[config.mk]
export PLATFORM = sky130hd
export DESIGN_NAME = countdown_timer
export DESIGN_NICKNAME = d
export VERILOG_FILES = /design/src/rtl/countdown_timer_pkg.sv /design/src/rtl/down_counter_core.sv /design/src/rtl/countdown_timer.sv
export SDC_FILE = /design/constraint.sdc
export NUM_CORES = 1
export LEC_CHECK = 0
export ABC_AREA = 1
export CAP_MARGIN = 10
export CORE_MARGIN = 10
export CORE_UTILIZATION = 30
export DETAILED_ROUTE_END_ITERATION = 7
export GPL_TIMING_DRIVEN = 0
export SETUP_SLACK_MARGIN = 0.3
export SYNTH_ARGS = -nofsm -noshare
export SYNTH_HDL_FRONTEND = slang
export SYNTH_SLANG_ARGS = --single-unit
[constraint.sdc]
create_clock -name clk -period 3.8 [get_ports clk]
set_clock_uncertainty 0.1 [all_clocks]
set_input_delay 0.57 -clock clk [delete_from_list [all_inputs] [get_ports clk]]
set_output_delay 0.57 -clock clk [all_outputs]
set_load 0.03 [all_outputs]
[src/rtl/countdown_timer_pkg.sv]
// Shared types for the countdown timer: run-state enum and the operation
// code the top level issues to the counter core each cycle.
package countdown_timer_pkg;

    typedef enum logic [1:0] {
        IDLE = 2'd0,
        RUN  = 2'd1,
        DONE = 2'd2
    } ct_state_t;

    typedef enum logic [1:0] {
        CORE_HOLD  = 2'd0,
        CORE_CLEAR = 2'd1,
        CORE_LOAD  = 2'd2,
        CORE_DEC   = 2'd3
    } core_op_t;

endpackage

[src/rtl/down_counter_core.sv]
// N-bit count register with clear / load / decrement, plus zero and one
// detection used by the controlling FSM.
module down_counter_core
    import countdown_timer_pkg::*;
#(
    parameter int N = 4
) (
    input  logic         clk,
    input  logic         nrst,
    input  core_op_t     op,
    input  logic [N-1:0] load_val,
    output logic [N-1:0] count,
    output logic         at_zero,
    output logic         at_one
);

    localparam logic [N-1:0] ONE = {{(N-1){1'b0}}, 1'b1};

    logic [N-1:0] count_reg;
    logic [N-1:0] count_next;

    always_comb begin
        count_next = count_reg;
        unique case (op)
            CORE_CLEAR: count_next = '0;
            CORE_LOAD:  count_next = load_val;
            // Saturate at zero so a stray decrement can never wrap around.
            CORE_DEC:   count_next = (count_reg != '0) ? (count_reg - ONE) : count_reg;
            default:    count_next = count_reg;
        endcase
    end

    always_ff @(posedge clk) begin
        if (!nrst) begin
            count_reg <= '0;
        end else begin
            count_reg <= count_next;
        end
    end

    assign count   = count_reg;
    assign at_zero = (count_reg == '0);
    assign at_one  = (count_reg == ONE);

endmodule

[src/rtl/countdown_timer.sv]
// Loadable down-counter with optional auto-reload: counts enabled cycles
// down to zero, pulses expired once, then holds at zero or reloads.
module countdown_timer
    import countdown_timer_pkg::*;
#(
    parameter int N = 4
) (
    input  logic         clk,
    input  logic         nrst,
    input  logic         enable,
    input  logic         clear,
    input  logic         load,
    input  logic         reload,
    input  logic [N-1:0] start_val,
    output logic [N-1:0] count,
    output logic         at_zero,
    output logic         expired,
    output logic         busy
);

    ct_state_t    state_reg;
    ct_state_t    state_next;
    logic [N-1:0] reload_val_reg;
    logic [N-1:0] reload_val_next;
    logic         expired_reg;
    logic         expired_next;

    core_op_t     core_op;
    logic [N-1:0] core_load_val;
    logic         core_at_one;

    down_counter_core #(
        .N (N)
    ) u_core (
        .clk      (clk),
        .nrst     (nrst),
        .op       (core_op),
        .load_val (core_load_val),
        .count    (count),
        .at_zero  (at_zero),
        .at_one   (core_at_one)
    );

    // Priority: clear > load > run-time decrement/reload > hold.
    always_comb begin
        state_next      = state_reg;
        reload_val_next = reload_val_reg;
        expired_next    = 1'b0;
        core_op         = CORE_HOLD;
        core_load_val   = start_val;

        if (clear) begin
            core_op    = CORE_CLEAR;
            state_next = IDLE;
        end else if (load) begin
            core_op         = CORE_LOAD;
            core_load_val   = start_val;
            reload_val_next = start_val;
            state_next      = (start_val != '0) ? RUN : IDLE;
        end else begin
            unique case (state_reg)
                RUN: begin
                    if (enable) begin
                        if (at_zero) begin
                            // Only reachable in reload mode: zero cycle of the period.
                            core_op       = CORE_LOAD;
                            core_load_val = reload_val_reg;
                        end else if (core_at_one) begin
                            core_op      = CORE_DEC;
                            expired_next = 1'b1;
                            state_next   = reload ? RUN : DONE;
                        end else begin
                            core_op = CORE_DEC;
                        end
                    end
                end
                default: begin
                    core_op = CORE_HOLD;
                end
            endcase
        end
    end

    always_ff @(posedge clk) begin
        if (!nrst) begin
            state_reg      <= IDLE;
            reload_val_reg <= '0;
            expired_reg    <= 1'b0;
        end else begin
            state_reg      <= state_next;
            reload_val_reg <= reload_val_next;
            expired_reg    <= expired_next;
        end
    end

    assign expired = expired_reg;
    assign busy    = (state_reg == RUN);

endmodule

==> results of run 1 <==
==> where the power goes <==
part           total [mW]  internal [mW]  switching [mW]  leakage [nW]
sequential          0.124          0.120         0.00404        0.0899
combinational      0.0703         0.0295          0.0408         0.279
clock              0.0823         0.0407          0.0416        0.0150
==> cell families (layout without fill, tap and decap cells) <==
group                      Yosys count  after routing
DFF                                 11             11
xor gates and xnor gates             1              1
and+or+nand+nor                     57             57
AOI/OAI and AO/OA                   11             11
buffers and inverters               17             37
adders and majority gates            3              3
==> layout by cell type, fill, tap and decap left out, drive strengths merged <==
cell,count
a211oi,1
a21oi,5
a31o,1
clkbuf,4
clkdlybuf4s50,16
dfxtp,11
ha,3
inv,17
nand2,25
nand3,10
nand4,2
nor2,18
nor3,1
nor3b,1
o21ai,4
xnor2,1
==> worst max-delay path: cells and delay by family (launching register included) <==
kind | cells | cell delay (ns)
and+or+nand+nor | 1 | 0.13
DFF | 1 | 0.35
buffers and inverters | 3 | 0.89
adders and majority gates | 1 | 0.21
==> metal layers <==
layer,vias to the layer above,GRT usage
li1,357,-
met2,14,0.1291
met5,-,0
met3,2,0.04731
met4,0,0.03518
met1,293,0.08881
==> worst paths after layout <==
check	start	end	slack, ns	cells past startpoint
min reg2reg	reload_val_reg[2]	reload_val_reg[2]	0.37	2
max	u_core.count[0]	at_zero	1.28	5
min	reload_val_reg[2]	reload_val_reg[2]	0.37	2
max reg2reg	u_core.count[1]	state_reg[0]	2.28	8
==> layout make-up <==
cell class	instances	area (sq um)	share of cell area
timing repair buffer	16	160.2	0.1734
clock buffer	4	26.28	0.02846
multi-input combinational	72	417.9	0.4526
tap	28	35.03	0.03794
sequential	11	220.2	0.2385
inverter	17	63.81	0.06911
==> per-stage QoR <==
step	utilization	std cells	total power, mW
after floorplan	-	100	0.1700
after global placement	0.4055	144	0.1960
after detailed placement	0.4055	144	0.1973
after CTS	0.4174	148	0.2809
after global routing	0.4174	148	0.2948
final	0.4174	148	0.2768
==> metrics.md, run 1 <==
| Metric | Value |
|---|---|
| Outcome | completed |
| NumNets Final | about 130 |
| Post-synth top area share | 0.3137 |
| DR WL/cell | ~11 um |
| Routed length on met3 | roughly 130 um |
| Initial core utilization | 0.3173 |
| Synth Area in Compound Gates | 0.1034 |
| Max-cap violations | 0 |
| F_max | 0.3974 GHz |
| Crit path cell chain | inv_1, ha_1, nand3_4, inv_1, clkdlybuf4s50_1 |
| Die H | 68.37 um |
| Max VDD drop | 124.0 uV |
| HP Class | reg -> reg |
| Mapped Nets | around 110 |
| Crit. End Element | primary output |
| Top routing layer in use | met4 |
| Vias in the first global route | ~700 |
| # setup viols final | 0 |
| Number of synthesized register bits | 11 |
| Final wirelength | between 1.5 and 2 mm |
| Worst-path fanout max | 6 |
| Placed cell area | around 900 sq um |
| Place WS | 1.584 ns |
| H-tree levels | 1 |
| Post-CTS Setup Bufs | 0 |
| Hold_buf cts | 0 |
| Largest net degree at the start of global routing | 10 |
| Setup TNS | 0 ns |
| Total gr overflow | 0 |
| # fillers | 250 |
| Main combinational cell family by area after synthesis | simple AND/OR/NAND/NOR gates |
| Global-route wire length before repair | just under 3 mm |
| Most frequent CP cell | inv_1 |
| Core ar. | approximately 0.0022 sq mm |
| CTS clk-pin slew, worst paths | 0.07 ns |
| TritonRoute pass-1 iters | 4 |
| Post-route cell area | 923.4 sq um |
| Minimum clock period | 2.516 ns |
| CP max stage cell | clkdlybuf4s50_1 |
| Slowest cell delay on critical path | approximately 0.66 ns |
| Post-synth top cells | nand2_1, inv_1, nor2_1, dfxtp_1, nand3_1 |
| I/O pin cnt | 17 |
| Max clock buf depth | 2 |
| WHS | about 0.37 ns |
| Cell with the most instances after synthesis | nand2_1 |
| Area leader, netlist | dfxtp_1 |
| Post-Synth XOR/XNOR Area | 0.01248 |
| Mean Syn Cell Area | 7.019 sq um |
| Post-DP HPWL | between 1 and 1.5 mm |
| WL met1 | approximately 760 um |
| Crit path DAT | 1.85 ns |
| Startpoint types | flop |
| Adder-cell share of the synthesized area | 0.05348 |
| Crit Path Class | reg -> out |
| Layout cells sized above 1 | 0.1667 |
| GRT Overall Usage | 0.08224 |
| RD Place Congestion | approximately 0.75 |
| Worst Path Required | approximately 3.1 ns |
| Max Slew Vio Count | 0 |
| CTS tree | done |
| Buffers on Ports | 16 |
| Mapped Cells | 100 |
| PostCTS Resize Cnt | 0 |
| Remaining DRCs | 0 |
| P&R area growth vs syn | 31.55% |
| Final hold violation count | 0 |
| Routed met2 length | a little under 800 um |
| Final worst slack | 1.284 ns |
| Simple-gate portion of the synthesized area | 0.4260 |
| CTS buffer count | 3 |
| Yosys cell types | 21 |
| Main synth FF type | dfxtp_1 |
| # rows | 17 |
| Power density cells | approximately 300 mW/mm^2 |
| Crit share post-route | 0.6622 |
| Pleak | between 0.3 and 0.4 nW |
| Initial antenna violation count | 0 |
| N_diodes | 0 |
| Unrepaired setup endpoints after global routing | false |
| Via total after detailed routing | 666 |
| Worst-margin pin slew | about 0.32 ns |
| Drt initial violations | 15 |
| Yosys warnings | 0 |
| Relative slew slack | 0.7890 |
| Multiplexer share of the synthesized area | 0 |
| Sequential-to-total area share from yosys stat | 0.3137 |
| Asr flop ratio synth | 0 |
| CTS root buf | clkbuf_4 |
| DRT antenna net count | 0 |
| Detail-routed via count per cell | between 4 and 5 |
| Post-synth EDFFs | 0 |
| Clock sinks | 11 |
| Cell Area, Synth | 701.9 sq um |
| Die W | slightly below 70 um |
| Skew-Pair Late Insertion Delay | 0.27 ns |
| Area contributors post-synth | dfxtp_1, nand2_1, inv_1 |
| Die area | between 0.004 and 0.005 sq mm |
Note: power is estimated with default switching activity, not from simulation.
==> run 2: changes to the inputs <==
==> constraint.sdc (replaced) <==
create_clock -name clk -period 2.5 [get_ports clk]
set_clock_uncertainty 0.1 [all_clocks]
set_input_delay 0.375 -clock clk [delete_from_list [all_inputs] [get_ports clk]]
set_output_delay 0.375 -clock clk [all_outputs]
set_load 0.03 [all_outputs]
==> run 2 against run 1 <==
Wire length increased by 0.41%. Cell area decreased by 0.14%. Largest power group unchanged. First-iteration DRC count unchanged. Critical path type unchanged. Critical path depth unchanged. Via count unchanged. Sequential power increased by 52%. Largest cell class unchanged. Critical endpoint unchanged. Worst setup slack got worse by 0.83 ns.
==> metrics.md, run 2 (synthesized netlist as in run 1, its figures left out) <==
| Metric | Value |
|---|---|
| Outcome | completed |
| Placed Cells | around 140 |
| Skew-Pair Late Insertion Delay | around 0.28 ns |
| CP max stage cell | dlygate4sd2_1 |
| Post-DP HPWL | 1.353 mm |
| Clock sinks | 11 |
| NumNets Final | about 130 |
| CTS tree | done |
| Relative slew slack | 0.7890 |
| Die H | 68.37 um |
| Layout cells sized above 1 | 0.1667 |
| H-tree levels | 1 |
| WP buf/inv | 3 |
| Crit. End Element | primary output |
| N_diodes | 0 |
| Pleak | 0.3845 nW |
| Crit path cell chain | inv_1, ha_1, nand3_4, inv_1, dlygate4sd2_1 |
| P&R area growth vs syn | 31.37% |
| Drt initial violations | 15 |
| Slowest cell delay on critical path | 0.39 ns |
| Total gr overflow | 0 |
| Unrepaired setup endpoints after global routing | false |
| Initial antenna violation count | 0 |
| DR WL/cell | 11.52 um |
| Initial core utilization | 0.3173 |
| Post-CTS Setup Bufs | 0 |
| Global-route wire length before repair | 2.925 mm |
| Buffers on Ports | 16 |
| Die W | roughly 70 um |
| # rows | 17 |
| CTS buffer count | 3 |
| Minimum clock period | approximately 2.1 ns |
| Final wirelength | roughly 1.7 mm |
| Max-cap violations | 0 |
| TritonRoute pass-1 iters | 4 |
| Via total after detailed routing | 666 |
| Most frequent cells in the layout | nand2_1, clkdlybuf4s50_1, inv_1, nor2_1, dfxtp_1 |
| Worst-margin pin slew | between 0.3 and 0.4 ns |
| Max clock buf depth | 2 |
| Core ar. | about 0.0022 sq mm |
| Max VDD drop | 188.6 uV |
| Power density cells | roughly 460 mW/mm^2 |
| # setup viols final | 0 |
| Worst Path Required | approximately 2 ns |
| Remaining DRCs | 0 |
| CTS clk-pin slew, worst paths | roughly 0.070 ns |
| Final hold violation count | 0 |
| Crit share post-route | 0.8201 |
| Worst-path fanout max | 6 |
| Die area | ~0.0047 sq mm |
| Crit path DAT | approximately 1.6 ns |
| Fin cells | roughly 150 |
| RD Place Congestion | ~0.75 |
| Setup TNS | 0 ns |
| Power consumption | between 0.4 and 0.5 mW |
| Most common cell after layout, fill and taps aside | nand2_1 |
| Largest net degree at the start of global routing | 10 |
| PostCTS Resize Cnt | 1 |
| Vias in the first global route | between 600 and 700 |
| Most frequent CP cell | inv_1 |
| Crit Path Class | reg -> out |
| CTS root buf | clkbuf_4 |
| GRT Overall Usage | 0.08224 |
| Detail-routed via count per cell | about 4.5 |
| Startpoint types | flop |
| Cell family with most CP delay | buffers and inverters |
| DRT antenna net count | 0 |
| I/O pin cnt | 17 |
| F_max | approximately 0.5 GHz |
| HP Class | reg -> reg |
| Max Slew Vio Count | 0 |
| Hold_buf cts | 0 |
-- run 2: path summary, 6_finish.rpt --
kind,start,endpoint,slack (ns),cells after the start
worst min register to register,reload_val_reg[2],reload_val_reg[2],0.37,2
worst min-delay path,reload_val_reg[2],reload_val_reg[2],0.37,2
worst max register to register,u_core.count[1],state_reg[0],0.98,8
worst max-delay path,u_core.count[0],at_zero,0.45,5
-- run 2: where the power goes --
| group | total [mW] | switching [mW] | internal, mW | leakage, nW |
|---|---|---|---|---|
| combinational | 0.105 | 0.0619 | 0.0433 | 0.280 |
| clock | 0.126 | 0.0645 | 0.0619 | 0.0150 |
| sequential | 0.189 | 0.00613 | 0.183 | 0.0899 |
| total | 0.420 | 0.133 | 0.288 | 0.384 |
-- run 2: per-layer routing --
metal  GRT usage  up-vias  share of wire
met3     0.04731        4          0.080
li1            -      357              -
met5           0        -              0
met2      0.1291       13           0.46
met4     0.03518        0          0.011
met1     0.08881      292           0.45
-- run 2: cell type report --
| type | count | area (sq um) |
|---|---|---|
| clock buffers | 4 | 26.28 |
| fillers | 250 | 1290 |
| inverters | 17 | 63.81 |
| multi-input cells | 72 | 417.9 |
| flip-flops and latches | 11 | 220.2 |
| well taps | 28 | 35.03 |
| repair buffers | 16 | 158.9 |
-- run 2: worst reg2reg max path, stage by stage, from the launching register on --
cell,delay (ns)
dfxtp_1,0.33
inv_1,0.14
ha_1,0.17
nor3b_1,0.29
nand3_2,0.15
nand2_2,0.10
nand2_1,0.05
nand2_1,0.05
nor2_1,0.04
-- run 2: per-stage QoR --
| stage | hold slack (ns) | worst slack [ns] | utilization | cell area [sq um] |
|---|---|---|---|---|
| after floorplan | 0.3398 | 0.8349 | - | 701.9 |
| after global placement | 0.3500 | 0.4820 | 0.4055 | 897.1 |
| after detailed placement | 0.3548 | 0.4790 | 0.4055 | 897.1 |
| after CTS | 0.3662 | 0.4334 | 0.4169 | 922.1 |
| after global routing | 0.3922 | 0.3356 | 0.4169 | 922.1 |
| final | 0.3657 | 0.4496 | 0.4169 | 922.1 |
